===== src/rtl/mips_pkg.sv =====
// Shared constants for the MIPS datapath: data width and ALU opcodes.
package mips_pkg;

  localparam int DATA_W = 32;
  localparam int OP_W   = 3;

  localparam logic [OP_W-1:0] OP_AND = 3'b000;
  localparam logic [OP_W-1:0] OP_OR  = 3'b001;
  localparam logic [OP_W-1:0] OP_ADD = 3'b010;
  localparam logic [OP_W-1:0] OP_SUB = 3'b100;
  localparam logic [OP_W-1:0] OP_MUL = 3'b101;
  localparam logic [OP_W-1:0] OP_SLT = 3'b110;

  function automatic logic is_zero(input logic [DATA_W-1:0] value);
    return (value == '0);
  endfunction

endpackage


===== src/rtl/alu_comb.sv =====
// Combinational ALU core: selects one of six operations and flags an all-zero result.
module alu_comb
  import mips_pkg::*;
(
  input  logic [DATA_W-1:0] input_a,
  input  logic [DATA_W-1:0] input_b,
  input  logic [OP_W-1:0]   operation,
  output logic [DATA_W-1:0] next_result,
  output logic              next_zero
);

  logic signed [DATA_W-1:0] a_s;
  logic signed [DATA_W-1:0] b_s;
  logic [DATA_W-1:0]        mul_lo;
  logic                     lt_s;

  assign a_s = input_a;
  assign b_s = input_b;

  // Low half of the product is sign-agnostic, so one unsigned multiply serves both.
  assign mul_lo = input_a * input_b;
  assign lt_s   = (a_s < b_s);

  always_comb begin
    next_result = '0;
    case (operation)
      OP_AND:  next_result = input_a & input_b;
      OP_OR:   next_result = input_a | input_b;
      OP_ADD:  next_result = input_a + input_b;
      OP_SUB:  next_result = input_a - input_b;
      OP_MUL:  next_result = mul_lo;
      OP_SLT:  next_result = {{(DATA_W-1){1'b0}}, lt_s};
      default: next_result = '0;
    endcase
  end

  assign next_zero = is_zero(next_result);

endmodule


===== src/rtl/mips_alu.sv =====
// Registered 32-bit ALU: one-cycle latency, result and zero flag captured together.
module mips_alu
  import mips_pkg::*;
(
  input  logic              clk,
  input  logic              rst,
  input  logic [DATA_W-1:0] input_a,
  input  logic [DATA_W-1:0] input_b,
  input  logic [OP_W-1:0]   operation,
  output logic [DATA_W-1:0] result,
  output logic              zero_flag
);

  logic [DATA_W-1:0] result_p0;
  logic              zero_p0;

  alu_comb u_alu_comb (
    .input_a     (input_a),
    .input_b     (input_b),
    .operation   (operation),
    .next_result (result_p0),
    .next_zero   (zero_p0)
  );

  // Stage p0 -> output register
  always_ff @(posedge clk) begin
    if (rst) begin
      result    <= '0;
      zero_flag <= 1'b1;
    end else begin
      result    <= result_p0;
      zero_flag <= zero_p0;
    end
  end

endmodule


===== config.mk =====
export PLATFORM = sky130hd
export DESIGN_NAME = mips_alu
export DESIGN_NICKNAME = d
export VERILOG_FILES = /design/src/rtl/mips_pkg.sv /design/src/rtl/alu_comb.sv /design/src/rtl/mips_alu.sv
export SDC_FILE = /design/constraint.sdc
export NUM_CORES = 1
export LEC_CHECK = 0
export ABC_AREA = 1
export CORE_MARGIN = 3
export CORE_UTILIZATION = 50
export DETAILED_ROUTE_END_ITERATION = 8
export PLACE_DENSITY_LB_ADDON = 0.15
export SLEW_MARGIN = 25
export SYNTH_ARGS = -nofsm -noshare
export SYNTH_HDL_FRONTEND = slang
export SYNTH_HIERARCHICAL = 1
export SYNTH_SLANG_ARGS = --single-unit

===== constraint.sdc =====
create_clock -name clk -period 19.8 [get_ports clk]
set_input_delay 3.96 -clock clk [delete_from_list [all_inputs] [get_ports clk]]
set_output_delay 3.96 -clock clk [all_outputs]
set_load 0.02 [all_outputs]

==> impl_metrics.xml, run 1 <==
<?xml version="1.0" encoding="UTF-8"?>
<metrics>
  <group name="synth">
    <metric name="synth.area.top_cells" unit="">fa_1, inv_1, nand2_1</metric>
    <metric name="post_synth_instance_area" unit="µm²">24200</metric>
    <metric name="number_of_synthesized_flops_with_an_enable_pin" unit="">0</metric>
    <metric name="proportion_of_synthesized_chip_area_in_sequential_cells" unit="">0.0273</metric>
    <metric name="yosys_most_used_dff" unit="">dfxtp_1</metric>
    <metric name="ys_async_sr_fraction" unit="">0</metric>
    <metric name="synth_warnings" unit="">6</metric>
    <metric name="synth_nets" unit="">4340</metric>
    <metric name="syn-instance-count" unit="">3642</metric>
    <metric name="ys_seq_elements" unit="">33</metric>
    <metric name="yosys.area.top_type_share" unit="">0.339</metric>
    <metric name="syn_avg_cell_area" unit="µm²">6.64</metric>
    <metric name="number_of_distinct_library_cells_after_synthesis" unit="">51</metric>
    <metric name="yosysTopAreaCell" unit="">fa_1</metric>
  </group>
  <group name="timing">
    <metric name="timing.final.crit_period" unit="ns">11.70</metric>
    <metric name="max_slew_margin" unit="">0.318</metric>
    <metric name="number_of_pins_exceeding_their_max_slew_limit_in_the_final_report" unit="">0</metric>
    <metric name="finalHoldViolCount" unit="">0</metric>
    <metric name="setup_total_negative_slack" unit="ns">0</metric>
    <metric name="timing_worst_slew_pin_value" unit="ns">1.02</metric>
    <metric name="fmax" unit="MHz">85.5</metric>
    <metric name="min_period_over_period" unit="">0.591</metric>
    <metric name="finalSetupViolations" unit="">0</metric>
    <metric name="unrepaired_setup_endpoints_after_global_routing" unit="">no</metric>
  </group>
  <group name="layout">
    <metric name="final_core_util" unit="">0.544</metric>
    <metric name="final_net_count" unit="">4343</metric>
    <metric name="seqCellArea" unit="µm²">661</metric>
    <metric name="final_layout_size_suffix_gt1_frac" unit="">0.0277</metric>
    <metric name="insertedDiodeCount" unit="">0</metric>
    <metric name="syn2layout_area_growth" unit="%">6.11</metric>
    <metric name="multi_input_comb_area" unit="µm²">18900</metric>
    <metric name="layout.filler_cells" unit="">4864</metric>
  </group>
  <group name="clock_tree">
    <metric name="cts-buffers-inserted" unit="">5</metric>
    <metric name="clockRootBuffer" unit="">clkbuf_16</metric>
    <metric name="cts_buffer_depth" unit="">2</metric>
    <metric name="cts-htree-levels" unit="">2</metric>
    <metric name="postCtsSetupRepairBufs" unit="">0</metric>
    <metric name="postCtsHoldBufs" unit="">0</metric>
    <metric name="cts.reportedPaths.clkPinSlew" unit="ns">0.05</metric>
    <metric name="cts.sink_count" unit="">33</metric>
    <metric name="tritoncts" unit="">done</metric>
    <metric name="cts_resized" unit="">0</metric>
  </group>
  <group name="floorplanning">
    <metric name="die_h" unit="µm">226</metric>
    <metric name="floorplan.io_pins" unit="">102</metric>
    <metric name="core.rowCount" unit="">79</metric>
    <metric name="placeableCoreArea" unit="µm²">47100</metric>
    <metric name="die_width" unit="µm">226</metric>
    <metric name="die-area" unit="µm²">51100</metric>
    <metric name="floorplan.initialDensity" unit="">0.513</metric>
  </group>
  <group name="place">
    <metric name="post_detail_place_hpwl" unit="µm">64100</metric>
    <metric name="buffer_ports.inserted" unit="">101</metric>
    <metric name="routabilityCongestion" unit="">0.995</metric>
  </group>
  <group name="drt">
    <metric name="detail_route.vias_per_cell" unit="">5.22</metric>
    <metric name="routed_wl" unit="µm">81300</metric>
    <metric name="number_of_design_rule_violations_left_after_detail_routing" unit="">0</metric>
    <metric name="antenna_left" unit="">0</metric>
    <metric name="num_vias" unit="">22200</metric>
    <metric name="detail_route.iter0.violations" unit="">1836</metric>
    <metric name="firstDrtPassIters" unit="">6</metric>
    <metric name="route.detailed.wl_per_inst" unit="µm">19.1</metric>
  </group>
  <group name="critical_path">
    <metric name="critical_path.max_stage_delay" unit="ns">1.14</metric>
    <metric name="critPathCaptureType" unit="">register</metric>
    <metric name="crit_fanout" unit="">19</metric>
    <metric name="critical_path.startpoint_type" unit="">primary input</metric>
    <metric name="required" unit="ns">20.02</metric>
    <metric name="worst_ep_arrival_time" unit="ns">11.92</metric>
    <metric name="timing.critical_path.slowest_stage_cell" unit="">clkdlybuf4s50_1</metric>
    <metric name="setup.worst_path.class" unit="">in -&gt; reg</metric>
  </group>
  <group name="global_routing">
    <metric name="grt_start_max_net_pins" unit="">35</metric>
    <metric name="wire_length_of_the_first_global_routing_pass" unit="µm">128000</metric>
    <metric name="vias_in_the_first_global_route" unit="">22500</metric>
    <metric name="grt_antenna_before_repair" unit="">0</metric>
    <metric name="grt_overflow" unit="">0</metric>
    <metric name="globalRouteTotalUtil" unit="">0.328</metric>
  </group>
  <group name="run">
    <metric name="max_cap_violations" unit="">0</metric>
  </group>
  <group name="run_status">
    <metric name="outcome" unit="">complete, no violations</metric>
  </group>
  <group name="worst_hold_path">
    <metric name="worst_hold_path_type" unit="">in -&gt; reg</metric>
  </group>
</metrics>
path summary, 6_finish.rpt:
| kind | from | endpoint | slack [ns] | cells after the start |
|---|---|---|---|---|
| worst max-delay path | input_a[15] | zero_flag | 8.10 | 34 |
| worst min-delay path | rst | result[27] | 4.15 | 2 |
layer usage:
metal | wire [µm] | track usage
met1 | 34200 | 0.445
met2 | 37200 | 0.539
met3 | 6990 | 0.0615
met4 | 2930 | 0.0957
met5 | 0 | 0
worst max-delay path: cells and delay by family:
family / cells / cell delay, ns
adders and majority gates: 9 / 4.15
and+or+nand+nor: 15 / 1.83
buffers and inverters: 9 / 1.68
AOI/OAI and AO/OA: 1 / 0.29
synthesized netlist by cell type (all sizes together), types with 3 or more instances:
master	instances
xor2	16
buf	71
inv	1044
nand4	53
nand3	186
xnor2	19
a221oi	4
a21o	4
nand2	1029
fa	410
o211ai	4
clkbuf	70
and3	3
o22ai	15
nor3b	3
nand3b	18
o21bai	15
a21oi	97
dfxtp	33
nor4	3
ha	219
or2	9
o21ai	59
nor2	227
nor3	19
a31oi	3
metrics by stage:
step                      hold WS (ns)  setup WS (ns)  cells  area, µm²
after floorplan                   4.14           9.40   3642      24200
after detailed placement          4.46           7.63   4245      25500
after CTS                         4.16           7.92   4252      25700
after global placement            4.76           7.67   4245      25500
final                             4.15           8.10   4252      25700
after global routing              4.20           7.74   4252      25700
cell families after synthesis:
| logic type | synth area share |
|---|---|
| flip-flops | 0.0273 |
| AND/OR/NAND/NOR | 0.266 |
| AO/OA/AOI/OAI | 0.0508 |
| XOR/XNOR | 0.0127 |
| adder cells (fa/ha/maj) | 0.453 |
| buffers and inverters | 0.191 |
flip-flops by register name, indices dropped and copies added (netlist names):
name / count
zero_flag: 1
result: 32
cells in the final DEF (no fill, tap or decap), drive strengths merged, types with 53 or more instances in the layout:
master,Yosys,layout
o21ai,59,59
inv,1044,1044
nand2,1029,1029
nor2,227,227
ha,219,219
fa,410,410
clkdlybuf4s50,0,96
nand4,53,53
nand3,186,186
a21oi,97,97
area by class of cell:
cell class                      instances  share of cell area
Inverter                             1044               0.153
Timing Repair Buffer                  137              0.0489
Sequential cell                        33              0.0257
Tap cell                              607              0.0296
Multi-Input combinational cell       2424               0.737
Clock buffer                            7             0.00556
Power of run 1 is not shown: default switching activity piles up to over one toggle a cycle in this logic, so the estimate is an artifact.
==> run 2: changes to the inputs <==
- clock period: 19.8 -> 9.7 ns (I/O delays scaled with it)
==> run 2 against run 1 <==
Against the previous run:
- die area did not move
- core utilization increased by 1.4 points
- first-iteration DRC count is 11% higher
- routed wire length up 2.5%
- critical path type unchanged
- largest cell class unchanged
==> impl_metrics.xml, run 2 (synthesized netlist as in run 1, its figures left out) <==
<?xml version="1.0" encoding="UTF-8"?>
<metrics>
  <group name="run_status">
    <metric name="outcome" unit="">complete, no violations</metric>
  </group>
  <group name="critical_path">
    <metric name="critical_path.startpoint_type" unit="">primary input</metric>
    <metric name="setup.worst_path.class" unit="">in -&gt; reg</metric>
    <metric name="timing.critical_path.slowest_stage_cell" unit="">clkdlybuf4s50_1</metric>
    <metric name="worst_ep_arrival_time" unit="ns">9.66</metric>
    <metric name="worst_path_most_repeated_cell" unit="">fa_1</metric>
    <metric name="critPathCaptureType" unit="">register</metric>
    <metric name="critical_path.max_stage_delay" unit="ns">1.10</metric>
    <metric name="required" unit="ns">9.93</metric>
    <metric name="crit_fanout" unit="">13</metric>
  </group>
  <group name="timing">
    <metric name="min_period_over_period" unit="">0.972</metric>
    <metric name="timing.final.crit_period" unit="ns">9.43</metric>
    <metric name="fmax" unit="MHz">106</metric>
    <metric name="max_slew_margin" unit="">0.356</metric>
    <metric name="unrepaired_setup_endpoints_after_global_routing" unit="">no</metric>
    <metric name="setup_total_negative_slack" unit="ns">0</metric>
    <metric name="timing_worst_slew_pin_value" unit="ns">0.964</metric>
    <metric name="finalHoldViolCount" unit="">0</metric>
    <metric name="whs" unit="ns">2.45</metric>
    <metric name="number_of_pins_exceeding_their_max_slew_limit_in_the_final_report" unit="">0</metric>
    <metric name="finalSetupViolations" unit="">0</metric>
  </group>
  <group name="layout">
    <metric name="final_common_cell" unit="">inv_1</metric>
    <metric name="biggestRegsByFlops" unit="">result: 32 flops, zero_flag: 1 flops</metric>
    <metric name="insertedDiodeCount" unit="">0</metric>
    <metric name="layout.filler_cells" unit="">4718</metric>
    <metric name="final_net_count" unit="">4396</metric>
    <metric name="fin_area" unit="µm²">26300</metric>
    <metric name="largest_register_ffs" unit="">32</metric>
    <metric name="mostFrequentLayoutCells" unit="">inv_1, nand2_1, fa_1</metric>
    <metric name="post_layout_nonfiller_instances" unit="">4305</metric>
    <metric name="max_flop_register" unit="">result</metric>
    <metric name="syn2layout_area_growth" unit="%">8.85</metric>
    <metric name="final_layout_size_suffix_gt1_frac" unit="">0.0408</metric>
  </group>
  <group name="clock_tree">
    <metric name="cts_buffer_depth" unit="">2</metric>
    <metric name="cts.reportedPaths.clkPinSlew" unit="ns">0.05</metric>
    <metric name="cts-buffers-inserted" unit="">5</metric>
    <metric name="tritoncts" unit="">done</metric>
    <metric name="clockRootBuffer" unit="">clkbuf_16</metric>
    <metric name="postCtsSetupRepairBufs" unit="">0</metric>
    <metric name="cts.sink_count" unit="">33</metric>
    <metric name="cts-htree-levels" unit="">2</metric>
    <metric name="postCtsHoldBufs" unit="">0</metric>
    <metric name="cts_resized" unit="">0</metric>
  </group>
  <group name="global_routing">
    <metric name="grt_start_max_net_pins" unit="">34</metric>
    <metric name="globalRouteTotalUtil" unit="">0.335</metric>
    <metric name="grt_antenna_before_repair" unit="">1</metric>
    <metric name="grt_overflow" unit="">0</metric>
    <metric name="vias_in_the_first_global_route" unit="">22400</metric>
    <metric name="wire_length_of_the_first_global_routing_pass" unit="µm">130000</metric>
  </group>
  <group name="floorplanning">
    <metric name="core.rowCount" unit="">79</metric>
    <metric name="placeableCoreArea" unit="µm²">47100</metric>
    <metric name="die_h" unit="µm">226</metric>
    <metric name="die-area" unit="µm²">51100</metric>
    <metric name="floorplan.initialDensity" unit="">0.513</metric>
    <metric name="die_width" unit="µm">226</metric>
    <metric name="floorplan.io_pins" unit="">102</metric>
  </group>
  <group name="drt">
    <metric name="detail_route.vias_per_cell" unit="">5.20</metric>
    <metric name="number_of_design_rule_violations_left_after_detail_routing" unit="">0</metric>
    <metric name="firstDrtPassIters" unit="">6</metric>
    <metric name="routed_wl" unit="µm">83300</metric>
    <metric name="antenna_left" unit="">0</metric>
    <metric name="detail_route.iter0.violations" unit="">2032</metric>
    <metric name="num_vias" unit="">22400</metric>
    <metric name="route.detailed.wl_per_inst" unit="µm">19.4</metric>
  </group>
  <group name="place">
    <metric name="buffer_ports.inserted" unit="">101</metric>
    <metric name="placed_cell_area" unit="µm²">26200</metric>
    <metric name="routabilityCongestion" unit="">1.01</metric>
    <metric name="placed_cells_incl_taps" unit="">4298</metric>
    <metric name="post_detail_place_hpwl" unit="µm">69800</metric>
  </group>
  <group name="worst_hold_path">
    <metric name="worst_hold_path_type" unit="">in -&gt; reg</metric>
    <metric name="min_from" unit="">rst</metric>
    <metric name="holdPathStages" unit="">3</metric>
    <metric name="worstHoldEndpoint" unit="">result[23]</metric>
  </group>
  <group name="run">
    <metric name="max_cap_violations" unit="">0</metric>
  </group>
</metrics>
## run 2: cell types whose count changed in the layout (fill, tap and decap cells not counted)
cell | previous run | this run
buf_12 | 0 | 20
buf_2 | 5 | 2
buf_4 | 36 | 69
clkdlybuf4s50_1 | 96 | 99
## run 2: worst max-delay path: cells and delay by family
family / cells / cell delay, ns
AND/OR/NAND/NOR: 12 / 1.53
buffers and inverters: 8 / 1.72
adder cells (fa/ha/maj): 9 / 4.44
## run 2: layer usage
metal | track usage | vias to the layer above | part of all wire
met2 | 0.545 | 917 | 0.45
met5 | 0 | - | 0.00019
met3 | 0.0474 | 158 | 0.082
met4 | 0.109 | 2 | 0.040
met1 | 0.464 | 10700 | 0.42
li1 | - | 10600 | -
## run 2: area by class of cell
type | instances | area [µm²] | share of cell area
flip-flops and latches | 33 | 661 | 0.0251
multi-input cells | 2424 | 18900 | 0.719
inverters | 1044 | 3920 | 0.149
clock buffers | 7 | 143 | 0.00542
repair buffers | 190 | 1920 | 0.0729
well taps | 607 | 759 | 0.0288
## run 2: worst max path at each step
| stage | cells after the start | from | slack [ns] | to |
|---|---|---|---|---|
| after CTS | 29 | input_b[17] | 0.38 | zero_flag |
| after detailed placement | 29 | input_b[17] | 0.1 | zero_flag |
| after global routing | 26 | input_b[17] | 0.004 | zero_flag |
| after floorplan | 33 | input_a[12] | 1.32 | zero_flag |
| final | 29 | input_b[17] | 0.27 | zero_flag |
| after global placement | 29 | input_b[17] | 0.12 | zero_flag |
## run 2: through the flow
stage / setup WS (ns) / utilization
6_report: 0.272 / 0.558
5_1_grt: 0.00386 / 0.558
2_1_floorplan: 1.32 / -
3_5_place_dp: 0.0997 / 0.555
4_1_cts: 0.384 / 0.558
3_3_place_gp: 0.118 / 0.555
Power of run 2 is left out for the same reason.
